`src/rtl/mem_pkg.sv`:
```
// Shared helpers for the multi-port register-file memory: flat-bus slicing
// and write-port priority resolution used by both the write and bypass paths.
package mem_pkg;

    localparam int MAX_BUS   = 1024;
    localparam int MAX_WORD  = 64;
    localparam int MAX_PORTS = 32;
    localparam int DEPTH     = 16;

    typedef struct packed {
        logic       hit;
        logic       collide;
        logic [4:0] idx;
    } wr_sel_t;

    function automatic logic [MAX_WORD-1:0] bus_slice(
        input logic [MAX_BUS-1:0] bus,
        input int                 idx,
        input int                 width
    );
        logic [MAX_BUS-1:0]  shifted;
        logic [MAX_WORD-1:0] mask;
        shifted = bus >> (idx * width);
        mask    = {MAX_WORD{1'b1}};
        mask    = ~(mask << width);
        return shifted[MAX_WORD-1:0] & mask;
    endfunction

    // Ascending scan so the highest-index enabled port matching addr wins.
    function automatic wr_sel_t resolve_write(
        input logic [MAX_PORTS-1:0] we,
        input logic [MAX_BUS-1:0]   waddr,
        input logic [MAX_WORD-1:0]  addr,
        input int                   num_wr,
        input int                   aw
    );
        wr_sel_t r;
        r = '0;
        for (int i = 0; i < MAX_PORTS; i++) begin
            if (i < num_wr && we[i] && bus_slice(waddr, i, aw) == addr) begin
                if (r.hit) r.collide = 1'b1;
                r.hit = 1'b1;
                r.idx = 5'(i);
            end
        end
        return r;
    endfunction

endpackage

```
`src/rtl/mem_wr_resolve.sv`:
```
// Combinational lookup of the winning write for one query address, plus a
// flag when more than one enabled write port targets that address.
module mem_wr_resolve
    import mem_pkg::*;
#(
    parameter int ADDR_WIDTH = 4,
    parameter int DATA_WIDTH = 8,
    parameter int NUM_WR     = 2
) (
    input  logic [NUM_WR-1:0]            we,
    input  logic [NUM_WR*ADDR_WIDTH-1:0] waddr,
    input  logic [NUM_WR*DATA_WIDTH-1:0] wdata,
    input  logic [ADDR_WIDTH-1:0]        qaddr,
    output logic                         hit,
    output logic [DATA_WIDTH-1:0]        data,
    output logic                         collide
);

    wr_sel_t             sel;
    logic [MAX_WORD-1:0] word;

    always_comb begin
        sel     = resolve_write(MAX_PORTS'(we), MAX_BUS'(waddr), MAX_WORD'(qaddr),
                                NUM_WR, ADDR_WIDTH);
        word    = bus_slice(MAX_BUS'(wdata), int'(sel.idx), DATA_WIDTH);
        hit     = sel.hit;
        collide = sel.collide;
        data    = word[DATA_WIDTH-1:0];
    end

endmodule

```
`src/rtl/mem_nw_mr.sv`:
```
// Parametrised register-file memory with NUM_WR write ports and NUM_RD
// registered read ports, write-collision priority and optional write-first reads.
module mem_nw_mr
    import mem_pkg::*;
#(
    parameter int ADDR_WIDTH = 4,
    parameter int DATA_WIDTH = 8,
    parameter int NUM_WR     = 2,
    parameter int NUM_RD     = 2,
    parameter int BYPASS     = 0
) (
    input  logic                         clk,
    input  logic                         rst,
    input  logic [NUM_WR-1:0]            we,
    input  logic [NUM_WR*ADDR_WIDTH-1:0] waddr,
    input  logic [NUM_WR*DATA_WIDTH-1:0] wdata,
    input  logic [NUM_RD-1:0]            re,
    input  logic [NUM_RD*ADDR_WIDTH-1:0] raddr,
    output logic [NUM_RD*DATA_WIDTH-1:0] rdata,
    output logic [NUM_RD-1:0]            rvalid,
    output logic                         wcollide
);

    localparam int MEM_DEPTH = 2 ** ADDR_WIDTH;

    logic [DATA_WIDTH-1:0] mem [MEM_DEPTH];

    logic [NUM_WR-1:0]     wr_hit;
    logic [NUM_WR-1:0]     wr_col;
    logic [DATA_WIDTH-1:0] wr_data [NUM_WR];

    logic [NUM_RD-1:0]     rd_hit;
    logic [DATA_WIDTH-1:0] rd_byp  [NUM_RD];
    logic [DATA_WIDTH-1:0] rd_next [NUM_RD];
    logic [DATA_WIDTH-1:0] rd_q    [NUM_RD];

    // Every write port stores the winning data for its own address, so
    // colliding ports all write the same value and NBA ordering is irrelevant.
    for (genvar i = 0; i < NUM_WR; i++) begin : g_wr
        mem_wr_resolve #(
            .ADDR_WIDTH(ADDR_WIDTH),
            .DATA_WIDTH(DATA_WIDTH),
            .NUM_WR    (NUM_WR)
        ) u_resolve (
            .we     (we),
            .waddr  (waddr),
            .wdata  (wdata),
            .qaddr  (waddr[i*ADDR_WIDTH +: ADDR_WIDTH]),
            .hit    (wr_hit[i]),
            .data   (wr_data[i]),
            .collide(wr_col[i])
        );
    end

    for (genvar j = 0; j < NUM_RD; j++) begin : g_rd
        mem_wr_resolve #(
            .ADDR_WIDTH(ADDR_WIDTH),
            .DATA_WIDTH(DATA_WIDTH),
            .NUM_WR    (NUM_WR)
        ) u_resolve (
            .we     (we),
            .waddr  (waddr),
            .wdata  (wdata),
            .qaddr  (raddr[j*ADDR_WIDTH +: ADDR_WIDTH]),
            .hit    (rd_hit[j]),
            .data   (rd_byp[j]),
            .collide()
        );
        assign rdata[j*DATA_WIDTH +: DATA_WIDTH] = rd_q[j];
    end

    always_comb begin
        for (int j = 0; j < NUM_RD; j++) begin
            rd_next[j] = mem[raddr[j*ADDR_WIDTH +: ADDR_WIDTH]];
            if (BYPASS != 0 && rd_hit[j]) rd_next[j] = rd_byp[j];
        end
    end

    always_ff @(posedge clk or posedge rst) begin
        if (rst) begin
            for (int k = 0; k < MEM_DEPTH; k++) mem[k] <= '0;
        end else begin
            for (int i = 0; i < NUM_WR; i++) begin
                if (we[i] && wr_hit[i]) mem[waddr[i*ADDR_WIDTH +: ADDR_WIDTH]] <= wr_data[i];
            end
        end
    end

    always_ff @(posedge clk or posedge rst) begin
        if (rst) begin
            for (int j = 0; j < NUM_RD; j++) rd_q[j] <= '0;
            rvalid   <= '0;
            wcollide <= 1'b0;
        end else begin
            for (int j = 0; j < NUM_RD; j++) begin
                if (re[j]) rd_q[j] <= rd_next[j];
            end
            rvalid   <= re;
            wcollide <= |(we & wr_col);
        end
    end

endmodule

```
`config.mk`:
```
export PLATFORM = sky130hd
export DESIGN_NAME = mem_nw_mr
export DESIGN_NICKNAME = d
export VERILOG_FILES = /design/src/rtl/mem_pkg.sv /design/src/rtl/mem_wr_resolve.sv /design/src/rtl/mem_nw_mr.sv
export SDC_FILE = /design/constraint.sdc
export NUM_CORES = 1
export LEC_CHECK = 0
export BUFFER_PORTS_ARGS = -buffer_cell sky130_fd_sc_hd__buf_2
export CAP_MARGIN = 20
export CELL_PAD_IN_SITES_DETAIL_PLACEMENT = 2
export CELL_PAD_IN_SITES_GLOBAL_PLACEMENT = 2
export CORE_UTILIZATION = 38
export CTS_CLUSTER_SIZE = 12
export DETAILED_ROUTE_END_ITERATION = 12
export PLACE_DENSITY = 0.88
export SLEW_MARGIN = 20
export SYNTH_ARGS = -nofsm -noshare
export SYNTH_HDL_FRONTEND = slang
export SYNTH_SLANG_ARGS = --single-unit
```
`constraint.sdc`:
```
create_clock -name clk -period 4.73 [get_ports clk]
set_input_delay 0.946 -clock clk [delete_from_list [all_inputs] [get_ports clk]]
set_output_delay 0.946 -clock clk [all_outputs]
set_load 0.03 [all_outputs]
```
==> results.tsv <==
metric	value	unit
synthSimpleGateAreaFrac	0.0633	
yosysUniqueCellTypes	37	
drc	0	
clk_pin_slew	70	ps
clk_latency	440	ps
die_y	149	um
grt_usage	0.348	
ys_dominant_reg_cell	dfrtp_1	
p_leak	4.10	nW
min_path_type	register to register	
fin_crit_sh	0.609	
worst_slew_pin_slew	1270	ps
grt_antenna_before_repair	1	
drtIter0Drc	1595	
layout.cells.non_filler	1022	
drive_above_1_share	0.299	
comb_power_share	0.269	
holdPathStages	2	
path_delay_family	simple AND/OR/NAND/NOR gates	
grt_pass1_wl	55100	um
hold_violations	0	
synth_cells	688	
grt_overflow	0	
dieArea	22300	um2
slowest_stage	nor3_2	
syn-num-nets	726	
wl_per_cell	36.5	um
gp_congestion	0.886	
cts_root_buffer	clkbuf_16	
area_growth	15.2	%
grt_pass1_vias	8130	
crit_type	input port to register	
viasPerCell	7.50	
via_count	7660	
syn_area_per_cell	12.0	um2
first_pass_iters	11	
htreeDepth	4	
cts_tree	done	
pwr-share-seq	0.403	
max-cap-violations	0	
cts_resized	0	
drtAntennaViolNets	0	
synth_top_family_by_area	multiplexers	
numClockSinks	147	
report.final.slew_viol_count	0	
num-fill-cells	2076	
status	finished, final reports clean	
coreArea	21200	um2
crit_fanout	13	
rsz0062_at_grt	false	
synth.area.mux_share	0.206	
ys_seq_area_frac	0.446	
syn_area	8240	um2
pwr-share-clk	0.329	
clock_skew	11.3	ps
synth_compound_area_frac	0.201	
numPortBuffers	56	
die_w	149	um
async_flop_share	1.00	
start_util	0.390	
io_pins	57	
yosysWarnings	0	
p_sw	1.64	mW
dp_hpwl	23500	um
end_kind	register	
synth_fa_ha_area_frac	0	
cts-hold-fix-buffers	0	
fin_nets	771	
intPower	2.99	mW
synth_edf_count	0	
cp.required	5020	ps
path_cells	buf_2 > nand3_1 > nor3_2 > nor2_1 > a222oi_1	
synth-seq-cells	147	
setup_violations	0	
setup-tns-final	0	ps
slew_headroom	0.151	
grt_max_degree	148	
setup_ws	1850	ps
ir_drop	0.000244	V
postCtsSetupBuffers	0	
synth-xor-area-share	0.00425	
rows	53	
worst-path-stages	5	
dpl.cell_count	989	
power_density	487	nW/um2
timing.final.crit_period	2880	ps
cp.arrival	3170	ps
cts_buffer_depth	2	
max_freq	347	MHz
dp_worst_setup_slack	1550	ps
crit_path_max_incr_delay	760	ps
cp.buffers_inverters	1	
start_kind	input port	
cts_made_buffers	17	
reg2reg_depth	4	
routed_wirelength	37300	um
post-route-util	0.449	
switching_share	0.354	
==> routing by layer <==
layer  GRT usage  routed length, um  share of wire
met5           0                  0              0
met4       0.164               1670          0.045
met3      0.0872               4670           0.13
met2       0.576              18100           0.48
met1       0.426              12900           0.35
==> sequential cells by signal (all words and copies together), names as in the netlist <==
signal / count
rdata: 16
wcollide: 1
mem: 128
rvalid: 2
==> placed cells by master (no fill, tap or decap), drive strengths merged, types with 6 or more instances in the layout <==
cell / instances
dfrtp: 147
inv: 116
a222oi: 111
buf: 75
mux4: 64
nor2: 42
o22ai: 33
a21oi: 24
clkbuf: 18
mux2: 16
a221oi: 15
nor3: 15
nand2: 9
mux2i: 8
o21ai: 8
nand2b: 6
==> power groups by stage <==
stage | clock network, mW | logic (mW) | registers, mW
3_3_place_gp | 0 | 1.08 | 1.78
4_1_cts | 1.51 | 1.22 | 1.85
6_report | 1.52 | 1.24 | 1.86
2_1_floorplan | 0 | 0.734 | 1.80
3_5_place_dp | 0 | 1.17 | 1.85
5_1_grt | 1.56 | 1.29 | 1.89
==> logic make-up after synthesis <==
family / after synthesis
mux: 88
simple gates: 90
buf+inv: 163
flops: 147
xor+xnor: 4
compound gates: 196
==> worst reg2reg max path: stages (launching register included) <==
cell     delay, ps
dfrtp_1        460
mux4_2         570
mux2_2         320
o22ai_1        130
a21oi_1         70
==> Yosys cell counts, types with 2 or more instances <==
master / number / share of area
dfrtp_1: 147 / 0.45
inv_1: 114 / 0.052
a222oi_1: 111 / 0.13
mux4_2: 64 / 0.17
o22ai_1: 33 / 0.025
nor2_1: 31 / 0.014
buf_2: 25 / 0.015
a21oi_1: 23 / 0.014
clkbuf_1: 20 / 0.0091
mux2_2: 16 / 0.022
a221oi_1: 15 / 0.016
nor3_1: 11 / 0.0067
nand2_1: 9 / 0.0041
mux2i_1: 8 / 0.0097
nor2_2: 8 / 0.0061
o21ai_1: 8 / 0.0049
nand2b_1: 6 / 0.0046
xnor2_1: 4 / 0.0042
buf_1: 3 / 0.0014
nor2_4: 3 / 0.0041
nor2b_1: 3 / 0.0023
nor3_2: 3 / 0.0036
or2_2: 3 / 0.0023
a31oi_1: 2 / 0.0015
nand3_1: 2 / 0.0012
nand3b_1: 2 / 0.0018
nor3b_2: 2 / 0.0030
nor4_2: 2 / 0.0030
o2bb2ai_1: 2 / 0.0021
==> stage by stage <==
step | hold slack [ps] | instance area [um2] | power, mW
2_1_floorplan | 507 | 8250 | 2.53
3_3_place_gp | 519 | 8800 | 2.86
3_5_place_dp | 541 | 8830 | 3.02
4_1_cts | 558 | 9480 | 4.58
5_1_grt | 578 | 9490 | 4.74
6_report | 558 | 9500 | 4.63
==> final timing paths <==
check / start / end / slack (ps)
max: we[1] / mem[53] / 1850
max reg2reg: mem[96] / rdata[8] / 3030
min: mem[79] / mem[79] / 560
min in group asynchronous: rst / mem[85] / 730
min reg2reg: mem[79] / mem[79] / 560
max in group asynchronous: rst / mem[76] / 3370
==> layout make-up <==
type / count / area, um2 / share of cell area
Antenna cell: 1 / 2.50 / 0.000264
Clock buffer: 18 / 439 / 0.0463
Clock inverter: 14 / 201 / 0.0212
Inverter: 114 / 432 / 0.0455
Multi-Input combinational cell: 378 / 3960 / 0.417
Sequential cell: 147 / 3680 / 0.387
Tap cell: 275 / 344 / 0.0362
Timing Repair Buffer: 75 / 439 / 0.0463
No activity file was read; power rests on OpenSTA's default activity.
